File: src/rtl/multicycle_ctrl_fsm.sv
// Main control FSM for the multi-cycle RV32I core.
// Sequences each instruction through fetch, decode, execute, memory and writeback.
// It drives the shared ALU source muxes and ALUop, and the PC, IR, memory and
// register-file enables. Memory is a single unified port with a ready handshake.
//
// Ports:
//   clk, reset          core clock; synchronous active-high reset
//   op, funct7b5, zero  opcode, instruction bit 30 and ALU zero flag
//   mem_ready           memory completes the current access this cycle
//   pc_write, ir_write, mem_write, reg_write   state enables (held low in reset)
//   adr_src, result_src, alu_src_a, alu_src_b  datapath mux selects
//   alu_op, alu_f7b5    controls sent to the ALU decoder
//   imm_src             immediate format select
//   illegal_op          unsupported opcode seen in DECODE
//   state_dbg           current state encoding
//   instret             retired-instruction count
module multicycle_ctrl_fsm #(
  parameter int unsigned CNT_WIDTH = 32
) (
  input  logic                 clk,
  input  logic                 reset,
  input  logic [6:0]           op,
  input  logic                 funct7b5,
  input  logic                 zero,
  input  logic                 mem_ready,
  output logic                 pc_write,
  output logic                 adr_src,
  output logic                 mem_write,
  output logic                 ir_write,
  output logic [1:0]           result_src,
  output logic [1:0]           alu_src_a,
  output logic [1:0]           alu_src_b,
  output logic [1:0]           alu_op,
  output logic                 alu_f7b5,
  output logic                 reg_write,
  output logic [1:0]           imm_src,
  output logic                 illegal_op,
  output logic [3:0]           state_dbg,
  output logic [CNT_WIDTH-1:0] instret
);

  localparam logic [6:0] OpLoad   = 7'b0000011;
  localparam logic [6:0] OpStore  = 7'b0100011;
  localparam logic [6:0] OpRtype  = 7'b0110011;
  localparam logic [6:0] OpItype  = 7'b0010011;
  localparam logic [6:0] OpJal    = 7'b1101111;
  localparam logic [6:0] OpBranch = 7'b1100011;

  typedef enum logic [3:0] {
    StFetch    = 4'd0,
    StDecode   = 4'd1,
    StMemAdr   = 4'd2,
    StMemRead  = 4'd3,
    StMemWb    = 4'd4,
    StMemWrite = 4'd5,
    StExecuteR = 4'd6,
    StExecuteI = 4'd7,
    StAluWb    = 4'd8,
    StJal      = 4'd9,
    StBeq      = 4'd10
  } state_e;

  state_e               state_q, state_d;
  logic [CNT_WIDTH-1:0] instret_q;
  logic                 retire;
  logic                 pc_we, ir_we, mem_we, reg_we;

  // Next state and retirement. Codes 11-15 fall to the default and return to FETCH.
  always_comb begin
    state_d = StFetch;
    retire  = 1'b0;
    case (state_q)
      StFetch:    state_d = mem_ready ? StDecode : StFetch;
      StDecode: begin
        case (op)
          OpLoad, OpStore: state_d = StMemAdr;
          OpRtype:         state_d = StExecuteR;
          OpItype:         state_d = StExecuteI;
          OpJal:           state_d = StJal;
          OpBranch:        state_d = StBeq;
          default:         state_d = StFetch;
        endcase
      end
      StMemAdr:   state_d = op[5] ? StMemWrite : StMemRead;
      StMemRead:  state_d = mem_ready ? StMemWb : StMemRead;
      StMemWb: begin
        state_d = StFetch;
        retire  = 1'b1;
      end
      StMemWrite: begin
        state_d = mem_ready ? StFetch : StMemWrite;
        retire  = mem_ready;
      end
      StExecuteR: state_d = StAluWb;
      StExecuteI: state_d = StAluWb;
      StAluWb: begin
        state_d = StFetch;
        retire  = 1'b1;
      end
      // JAL retires through ALUWB, so it is not counted here.
      StJal:      state_d = StAluWb;
      StBeq: begin
        state_d = StFetch;
        retire  = 1'b1;
      end
      default:    state_d = StFetch;
    endcase
  end

  always_ff @(posedge clk) begin
    if (reset) begin
      state_q   <= StFetch;
      instret_q <= '0;
    end else begin
      state_q <= state_d;
      if (retire) instret_q <= instret_q + CNT_WIDTH'(1);
    end
  end

  // Moore outputs decoded from the current state.
  always_comb begin
    pc_we      = 1'b0;
    ir_we      = 1'b0;
    mem_we     = 1'b0;
    reg_we     = 1'b0;
    adr_src    = 1'b0;
    result_src = 2'b00;
    alu_src_a  = 2'b00;
    alu_src_b  = 2'b00;
    alu_op     = 2'b00;
    illegal_op = 1'b0;
    case (state_q)
      StFetch: begin
        alu_src_b  = 2'b10;
        result_src = 2'b10;
        ir_we      = mem_ready;
        pc_we      = mem_ready;
      end
      StDecode: begin
        alu_src_a = 2'b01;
        alu_src_b = 2'b01;
        case (op)
          OpLoad, OpStore, OpRtype, OpItype, OpJal, OpBranch: illegal_op = 1'b0;
          default:                                            illegal_op = 1'b1;
        endcase
      end
      StMemAdr: begin
        alu_src_a = 2'b10;
        alu_src_b = 2'b01;
      end
      StMemRead:  adr_src = 1'b1;
      StMemWb: begin
        result_src = 2'b01;
        reg_we     = 1'b1;
      end
      StMemWrite: begin
        adr_src = 1'b1;
        mem_we  = 1'b1;
      end
      StExecuteR: begin
        alu_src_a = 2'b10;
        alu_op    = 2'b10;
      end
      StExecuteI: begin
        alu_src_a = 2'b10;
        alu_src_b = 2'b01;
        alu_op    = 2'b10;
      end
      StAluWb:    reg_we = 1'b1;
      StJal: begin
        alu_src_a = 2'b01;
        alu_src_b = 2'b10;
        pc_we     = 1'b1;
      end
      StBeq: begin
        alu_src_a = 2'b10;
        alu_op    = 2'b01;
        pc_we     = zero;
      end
      default: ;
    endcase
  end

  // Write enables are gated by reset so nothing commits while state is unknown.
  assign pc_write  = pc_we & ~reset;
  assign ir_write  = ir_we & ~reset;
  assign mem_write = mem_we & ~reset;
  assign reg_write = reg_we & ~reset;

  // Masking with op[5] keeps immediate bit 10 of I-type ops from selecting SUB.
  assign alu_f7b5 = funct7b5 & op[5];

  always_comb begin
    case (op)
      OpStore:  imm_src = 2'b01;
      OpBranch: imm_src = 2'b10;
      OpJal:    imm_src = 2'b11;
      default:  imm_src = 2'b00;
    endcase
  end

  assign state_dbg = state_q;
  assign instret   = instret_q;

endmodule
File: config.mk
export PLATFORM = sky130hd
export DESIGN_NAME = multicycle_ctrl_fsm
export DESIGN_NICKNAME = d
export VERILOG_FILES = /design/src/rtl/multicycle_ctrl_fsm.sv
export SDC_FILE = /design/constraint.sdc
export NUM_CORES = 1
export LEC_CHECK = 0
export ABC_AREA = 0
export CORE_ASPECT_RATIO = 0.7
export CORE_MARGIN = 2
export CORE_UTILIZATION = 53
export CTS_BUF_LIST = sky130_fd_sc_hd__clkbuf_8
export DETAILED_ROUTE_END_ITERATION = 7
export PLACE_DENSITY = 0.86
export SYNTH_ARGS = -nofsm -noshare
export SYNTH_HDL_FRONTEND = slang
export SYNTH_SLANG_ARGS = --single-unit
File: constraint.sdc
create_clock -name clk -period 2.76 [get_ports clk]
set_input_delay 0.276 -clock clk [delete_from_list [all_inputs] [get_ports clk]]
set_output_delay 0.276 -clock clk [all_outputs]
set_load 0.05 [all_outputs]
==> run metrics, run 1 <==
Yosys cell types 47; Setup crit start kind flop; Die Area 4640 sq um; GRT Util Overall 0.267; setup violators final 0; Final GP Congestion 0.856; Slew Limit Fails 0; clk_lat worst skew 0.28 ns; Synth area leader dfxtp_1; CP endpoint kind primary output; Ports 65; sequential share of power 0.533; FF+latch count, synth 36; dpl hpwl 4260 um; DRC viols 0; width of the die 80.6 um; Inst Count DP 374; root buf cell clkbuf_8; Initial Utilization 0.555; ys flop type dfxtp_1; r2r startpoint state_dbg[0]; Net Sw Power 252 uW; Worst-path clk slew 0.07 ns; sequential share of the synthesized area 0.331; PD cells 330 nW/um^2; Final Instance Count excl. Fillers 381; nets 342; # hold bufs at CTS 0; maximum fanout along the worst path 16; Hold Crit Start instret[16]; worst vdd ir 0.246 mV; CTS tree built; Vias 2400; worst reg2reg path depth 6; Routed Antenna Nets 0; syn nets 282; leakage 0.00101 uW; Area contributors post-synth dfxtp_1, a21oi_1, o31ai_1; Sink Count 36; Relative slew margins 0.569; synth-to-layout area growth 36.9%; min Tclk post-route 2.60 ns; Rows 19; area fraction of the dominant cell type after synthesis 0.331; CTS Buf Count 5; met2 Use GR 0.393; most common cell in the netlist dfxtp_1; Clk network pwr share 0.353; # diodes 0; Worst Tran Pin Value 0.641 ns; MaxCap Viol Count 0; WL per Instance 15.9 um; vias in the first global route 2061; largest net degree at the start of global routing 35; Bufs on Longest Clock Path 2; Syn Inst Count 269; drt via density 6.30; synthesized area 2180 sq um; crit path DAT 2.33 ns; WHS Endpoint instret[16]; Comb pwr share 0.114; synth cell count leaders dfxtp_1, a21oi_1, o31ai_1, o21ai_0, or4_1; Fin. Hold Viols 0; Int Power 731 uW; hold crit path type flop to flop; final worst-path cycle share 0.943; switching share of total power 0.257; DR iter-0 viols 129; layer with the highest usage met2; total global routing overflow 0; setup bufs post-CTS 0; RR Endpoint instret[28]; CTS H-tree lvls 2; Synth async-reset ratio 0; Pre-antenna DRT Iters 5; met3 Use GR 0.0639; syn avg cell area 8.09 sq um; RSZ-0062 raised after global routing no; Layout Skew 0.00392 ns; first-pass GRT wire length 9740 um; WHS 0.498 ns; setup slack, reg-to-reg 0.47 ns; Post-CTS Resized 0; Core Region 3920 sq um; Port Buffer Count 64; synth warn 0; hold depth 2; critical path class flop to primary output; maximum clock frequency 0.384 GHz; Worst Path Required 2.48 ns; grt met1 use 0.392; fraction of layout cells with a size suffix above 1 0.103; status finished clean; Post-synth EDFFs 0; initial antenna violation count 0; Die Y 57.6 um; DRT Wirelength 6070 um
metal layers:
metal | vias to the layer above | wire length (um)
li1 | 1159 | -
met1 | 1145 | 2860
met2 | 90 | 2700
met3 | 6 | 461
met4 | 0 | 47
met5 | - | 0
layout make-up:
class | instances | area (sq um)
clock inverters | 2 | 8.76
clock buffers | 5 | 68.8
multi-input cells | 208 | 1370
repair buffers | 74 | 736
inverters | 4 | 15.0
well taps | 52 | 65.1
flip-flops and latches | 36 | 721
fillers | 311 | 942
metrics by stage:
stage	setup TNS (ns)	area, sq um	power [uW]	utilization	setup WS, ns
finish	0	2980	983	0.760	0.158
global route	0	2980	1020	0.760	0.0801
CTS	0	2980	989	0.760	0.191
detailed placement	0	2900	646	0.740	0.302
global placement	0	2900	645	0.740	0.360
floorplan	-0.154	2190	598	-	-0.0747
logic make-up (layout without fill, tap and decap cells):
| kind of cell | Yosys count | after routing | share of synthesized area |
|---|---|---|---|
| AND/OR/NAND/NOR | 124 | 124 | 0.360 |
| AO/OA/AOI/OAI | 73 | 73 | 0.210 |
| flip-flops | 36 | 36 | 0.331 |
| buffers and inverters | 25 | 85 | 0.0494 |
| XOR/XNOR | 7 | 7 | 0.0282 |
| multiplexers | 3 | 3 | 0.0149 |
| adder cells (fa/ha/maj) | 1 | 1 | 0.00575 |
registers in the layout, summed over array words and instances (netlist names):
register / count
state_dbg: 4
instret: 32
cell usage in the layout, fill, tap and decap left out, types with 3 or more instances in the layout:
cell type and count:
and3_1 8, o21a_1 4, nor3b_1 7, nor4_1 3
nand2_1 10, clkbuf_8 5, and4_1 8, inv_1 5
nand4_1 12, buf_12 3, dfxtp_1 36, xor2_1 5
nand3_1 11, nor2_1 13, buf_4 14, clkdlybuf4s50_1 57
o21ai_0 14, or3_1 10, o31ai_1 16, and2_1 6
nor3_1 7, or4_1 14, nor2b_1 3, a21oi_1 26
how the worst max path moves through the flow:
stage            startpoint            end  slack, ns  cells past startpoint
6_report       state_dbg[1]   alu_src_b[1]       0.16                      4
4_1_cts        state_dbg[0]  result_src[0]       0.19                      3
3_5_place_dp          op[5]     imm_src[1]       0.30                      4
3_3_place_gp          op[4]     imm_src[1]       0.36                      4
5_1_grt        state_dbg[0]  result_src[0]       0.08                      3
2_1_floorplan  state_dbg[3]       pc_write      -0.07                      5
power by group through the flow:
stage / sequential (uW) / clock [uW] / combinational, uW
after floorplan: 539 / 0 / 59.4
after global placement: 536 / 0 / 109
after detailed placement: 536 / 0 / 110
after CTS: 524 / 354 / 111
after global routing: 524 / 376 / 117
final: 524 / 347 / 112
worst max-delay path, stage by stage, from the launching register on:
cell and delay (ns):
dfxtp_1 0.51, nand2b_1 0.34, nor2_1 0.23, a21o_1 0.16, clkdlybuf4s50_1 0.81
(Power assumes the default switching activity.)
==> run 2, diff against run 1 <==
- CORE_ASPECT_RATIO: 0.7 -> unset
==> run metrics, run 2 (synthesis gave the netlist of run 1 again) <==
Final Instance Count excl. Fillers 379 (was 381); # diodes 0 (unchanged); setup bufs post-CTS 0 (unchanged); maximum clock frequency 0.393 GHz (was 0.384 GHz); critical path class flop to primary output (unchanged); # hold bufs at CTS 0 (unchanged); clk_lat worst skew 0.29 ns (was 0.28 ns); Die Y 68.1 um (was 57.6 um); Sink Count 36 (unchanged); Final GP Congestion 0.854 (was 0.856); commonest non-fill, non-tap cell in the layout clkdlybuf4s50_1 (unchanged); Die Area 4640 sq um (about the same); RR Endpoint instret[28] (unchanged); GRT Util Overall 0.254 (was 0.267); largest net degree at the start of global routing 35 (unchanged); Worst-path clk slew 0.07 ns (about the same); Inst Count DP 371 (was 374); PD cells 339 nW/um^2 (was 330 nW/um^2); Worst Path Required 2.48 ns (about the same); drt via density 6.03 (was 6.30); hold depth 2 (unchanged); root buf cell clkbuf_8 (unchanged); Bufs on Longest Clock Path 2 (unchanged); fraction of layout cells with a size suffix above 1 0.100 (was 0.103); Worst Setup SP state_dbg[1] (unchanged); nets 341 (was 342); CTS H-tree lvls 2 (unchanged); max reg flops 32 (unchanged); setup slack, reg-to-reg 0.53 ns (was 0.47 ns); Port Buffer Count 64 (unchanged); most frequent cells in the layout clkdlybuf4s50_1, dfxtp_1, a21oi_1 (unchanged); Worst Tran Pin Value 0.533 ns (was 0.641 ns); initial antenna violation count 0 (unchanged); CTS tree built (unchanged); Hold Crit Start instret[16] (unchanged); Pre-antenna DRT Iters 4 (was 5); hold crit path type flop to flop (unchanged); Setup crit start kind flop (unchanged); met3 WL 333 um (was 461 um); DR iter-0 viols 185 (was 129); synth-to-layout area growth 37.0% (was 36.9%); Rows 23 (was 19); setup violators final 0 (unchanged); Routed Antenna Nets 0 (unchanged); vias in the first global route 2034 (was 2061); leakage 0.00101 uW (about the same); Relative slew margins 0.641 (was 0.569); Vias 2284 (was 2400); WHS Endpoint instret[16] (unchanged); worst reg2reg path depth 6 (unchanged); Post-CTS Resized 0 (unchanged); status finished clean (unchanged); Top Layer Used met4 (unchanged); crit path DAT 2.27 ns (was 2.33 ns); first-pass GRT wire length 9170 um (was 9740 um); CTS Buf Count 5 (unchanged); total power 1010 uW (was 983 uW); Initial Utilization 0.548 (was 0.555); Layout Skew 0.00267 ns (was 0.00392 ns); WL met1 2560 um (was 2860 um); final worst-path cycle share 0.922 (was 0.943); DRC viols 0 (unchanged); width of the die 68.1 um (was 80.6 um); DRT Wirelength 5470 um (was 6070 um); MaxCap Viol Count 0 (unchanged); Slew Limit Fails 0 (unchanged); total global routing overflow 0 (unchanged); Core Region 3970 sq um (was 3920 sq um); dpl hpwl 3920 um (was 4260 um); min Tclk post-route 2.54 ns (was 2.60 ns); worst vdd ir 0.190 mV (was 0.246 mV); maximum fanout along the worst path 10 (was 16); WL per Instance 14.4 um (was 15.9 um); Fin. Hold Viols 0 (unchanged); CP endpoint kind primary output (unchanged); fillers 312 (was 311); routed wl met2 2550 um (was 2700 um); RSZ-0062 raised after global routing no (unchanged); Ports 65 (unchanged); r2r startpoint state_dbg[1] (was state_dbg[0])
run 2: critical path: stages (launching register included):
cell and delay [ns]:
dfxtp_1 0.41, buf_4 0.22, nand2b_1 0.21, nor2_1 0.21
a21o_1 0.14, clkdlybuf4s50_1 0.79
run 2: worst max path at each step:
stage / end / slack, ns / cells past startpoint
6_report: alu_src_b[1] / 0.22 / 5
5_1_grt: alu_src_b[1] / 0.1 / 5
4_1_cts: alu_src_b[1] / 0.21 / 5
3_5_place_dp: instret[28] / 0.47 / 6
3_3_place_gp: instret[28] / 0.52 / 6
2_1_floorplan: pc_write / -0.07 / 5
run 2: where the power goes:
| part | internal (uW) | switching, uW | leakage, uW |
|---|---|---|---|
| Sequential | 520 | 2.64 | 0.000290 |
| Clock | 196 | 180 | 0.0000538 |
| Combinational | 42.9 | 68.1 | 0.000670 |
run 2: layout make-up:
| class | count | area, sq um | share of cell area |
|---|---|---|---|
| Multi-Input combinational cell | 208 | 1370 | 0.458 |
| Clock buffer | 6 | 82.6 | 0.0277 |
| Sequential cell | 36 | 721 | 0.242 |
| Timing Repair Buffer | 73 | 728 | 0.244 |
| Inverter | 4 | 15.0 | 0.00503 |
| Tap cell | 50 | 62.6 | 0.0210 |
| Clock inverter | 2 | 7.51 | 0.00252 |
run 2: metal layers:
metal | up-vias | GRT usage
li1 | 1150 | -
met1 | 1056 | 0.333
met2 | 74 | 0.417
met3 | 4 | 0.0592
met4 | 0 | 0.0675
met5 | - | 0
run 2: stage by stage:
stage | area [sq um] | TNS, ns | hold slack, ns | worst slack (ns) | util
floorplan | 2190 | -0.154 | 0.466 | -0.0747 | -
global placement | 2890 | 0 | 0.477 | 0.515 | 0.728
detailed placement | 2890 | 0 | 0.494 | 0.469 | 0.728
CTS | 2980 | 0 | 0.503 | 0.206 | 0.751
global route | 2980 | 0 | 0.535 | 0.0990 | 0.751
finish | 2980 | 0 | 0.500 | 0.216 | 0.751
==> run 3, diff against run 2 <==
- SETUP_SLACK_MARGIN: unset -> 0.5
==> run metrics, run 3 (synthesis gave the netlist of run 1 again) <==
status finished clean (unchanged); Die Area 4640 sq um (unchanged); CP endpoint kind primary output (unchanged); MaxCap Viol Count 0 (unchanged); PD cells 358 nW/um^2 (was 339 nW/um^2); min Tclk post-route 2.20 ns (was 2.54 ns); Setup crit start kind flop (unchanged); DR iter-0 viols 218 (was 185); drt via density 6.16 (was 6.03); worst vdd ir 0.342 mV (was 0.190 mV); WHS Endpoint instret[16] (unchanged); most frequent cells in the layout clkdlybuf4s50_1, dfxtp_1, a21oi_1 (unchanged); crit path DAT 1.93 ns (was 2.27 ns); critical path class flop to primary output (unchanged); fillers 296 (was 312); GRT Util Overall 0.262 (was 0.254); Hold Crit Start instret[16] (unchanged); worst reg2reg path depth 5 (was 6); Ports 65 (unchanged); grt met1 use 0.338 (was 0.333); maximum clock frequency 0.454 GHz (was 0.393 GHz); Final GP Congestion 0.866 (was 0.854); Slew Limit Fails 0 (unchanged); setup TNS 0 ns (unchanged); WL per Instance 14.8 um (was 14.4 um); synth-to-layout area growth 39.2% (was 37.0%); dpl hpwl 3900 um (was 3920 um); DRC viols 0 (unchanged); DRT Wirelength 5590 um (was 5470 um); Layout Skew 0.00493 ns (was 0.00267 ns); setup slack, reg-to-reg 0.70 ns (was 0.53 ns); Routed Antenna Nets 0 (unchanged); Worst Path Required 2.48 ns (about the same); # hold bufs at CTS 0 (unchanged); # diodes 0 (unchanged); Port Buffer Count 64 (unchanged); root buf cell clkbuf_8 (unchanged); max reg flops 32 (unchanged); maximum fanout along the worst path 19 (was 10); initial antenna violation count 0 (unchanged); vias in the first global route 2109 (was 2034); RSZ-0062 raised after global routing no (unchanged); Relative slew margins 0.654 (was 0.641); Layout Utilization 0.763 (was 0.751); nets 339 (was 341); Sink Count 36 (unchanged); Worst Tran Pin Value 0.517 ns (was 0.533 ns); Bufs on Longest Clock Path 2 (unchanged); total global routing overflow 0 (unchanged); Die Y 68.1 um (unchanged); Rows 23 (unchanged); met3 Use GR 0.0674 (was 0.0592); hold crit path type flop to flop (unchanged); CTS tree built (unchanged); largest net degree at the start of global routing 35 (unchanged); Initial Utilization 0.548 (unchanged); first-pass GRT wire length 9490 um (was 9170 um); final worst-path cycle share 0.798 (was 0.922); leakage 0.00107 uW (was 0.00101 uW); multi-input logic area 1420 sq um (was 1370 sq um); layer with the highest usage met2 (unchanged); Core Region 3970 sq um (unchanged); CTS H-tree lvls 2 (unchanged); commonest non-fill, non-tap cell in the layout clkdlybuf4s50_1 (unchanged); Pre-antenna DRT Iters 4 (unchanged); clk_lat worst skew 0.29 ns (about the same); fraction of layout cells with a size suffix above 1 0.135 (was 0.100); FF+latch area 731 sq um (was 721 sq um); met2 Use GR 0.430 (was 0.417); Fin. Hold Viols 0 (unchanged); width of the die 68.1 um (unchanged); Vias 2322 (was 2284); CTS Buf Count 5 (unchanged); setup violators final 0 (unchanged); Worst-path clk slew 0.07 ns (about the same); hold depth 2 (unchanged); r2r startpoint state_dbg[2] (was state_dbg[1]); RR Endpoint instret[18] (was instret[28])
run 3: worst max-delay path by stage:
| stage | endpoint | from | slack (ns) | cells after the start |
|---|---|---|---|---|
| 3_5_place_dp | imm_src[1] | op[5] | 0.38 | 4 |
| 5_1_grt | result_src[1] | state_dbg[1] | 0.50 | 2 |
| 2_1_floorplan | ir_write | state_dbg[1] | 0.41 | 4 |
| 4_1_cts | illegal_op | state_dbg[0] | 0.47 | 4 |
| 3_3_place_gp | imm_src[1] | op[5] | 0.42 | 4 |
| 6_report | result_src[1] | state_dbg[1] | 0.56 | 2 |
run 3: per-stage QoR:
step | hold WS (ns) | area [sq um] | worst slack (ns) | total power [uW] | cells
floorplan | 0.458 | 2260 | 0.409 | 600 | 269
global placement | 0.478 | 2930 | 0.417 | 646 | 368
detailed placement | 0.490 | 2930 | 0.383 | 647 | 368
CTS | 0.499 | 3030 | 0.466 | 1090 | 376
global route | 0.532 | 3030 | 0.499 | 1120 | 377
finish | 0.501 | 3030 | 0.558 | 1080 | 377
run 3: cell type report:
class                   instances  share of cell area
inverters                       4             0.00495
multi-input cells             208               0.467
clock buffers                   5              0.0227
repair buffers                 71               0.231
well taps                      50              0.0206
flip-flops and latches         36               0.241
clock inverters                 3              0.0128
run 3: worst max-delay path, stage by stage, from the launching register on:
cell             delay [ns]
dfxtp_2                0.44
nor4_4                 0.34
clkdlybuf4s50_1        0.86
run 3: timing repair:
| action | CTS | global route |
|---|---|---|
| pin swaps | 0 | 1 |
| resized for setup | 9 | 8 |
| buffers inserted | 0 | 1 |
| setup endpoints to repair | 9 | 11 |
| hold endpoints to repair | 0 | 0 |
run 3: where the power goes:
part	switching [uW]	leakage, uW	internal, uW	total (uW)
Clock	188	0.0000593	264	452
Combinational	65.3	0.000714	41.6	107
Sequential	6.04	0.000292	519	525
Total	259	0.00107	825	1080
run 3: routing by layer:
metal  part of all wire  vias to the layer above  wire length, um
li1                   -                     1151                -
met1               0.44                     1081             2470
met2               0.48                       85             2690
met3              0.065                        5              364
met4              0.011                        0               61
met5                  0                        -                0
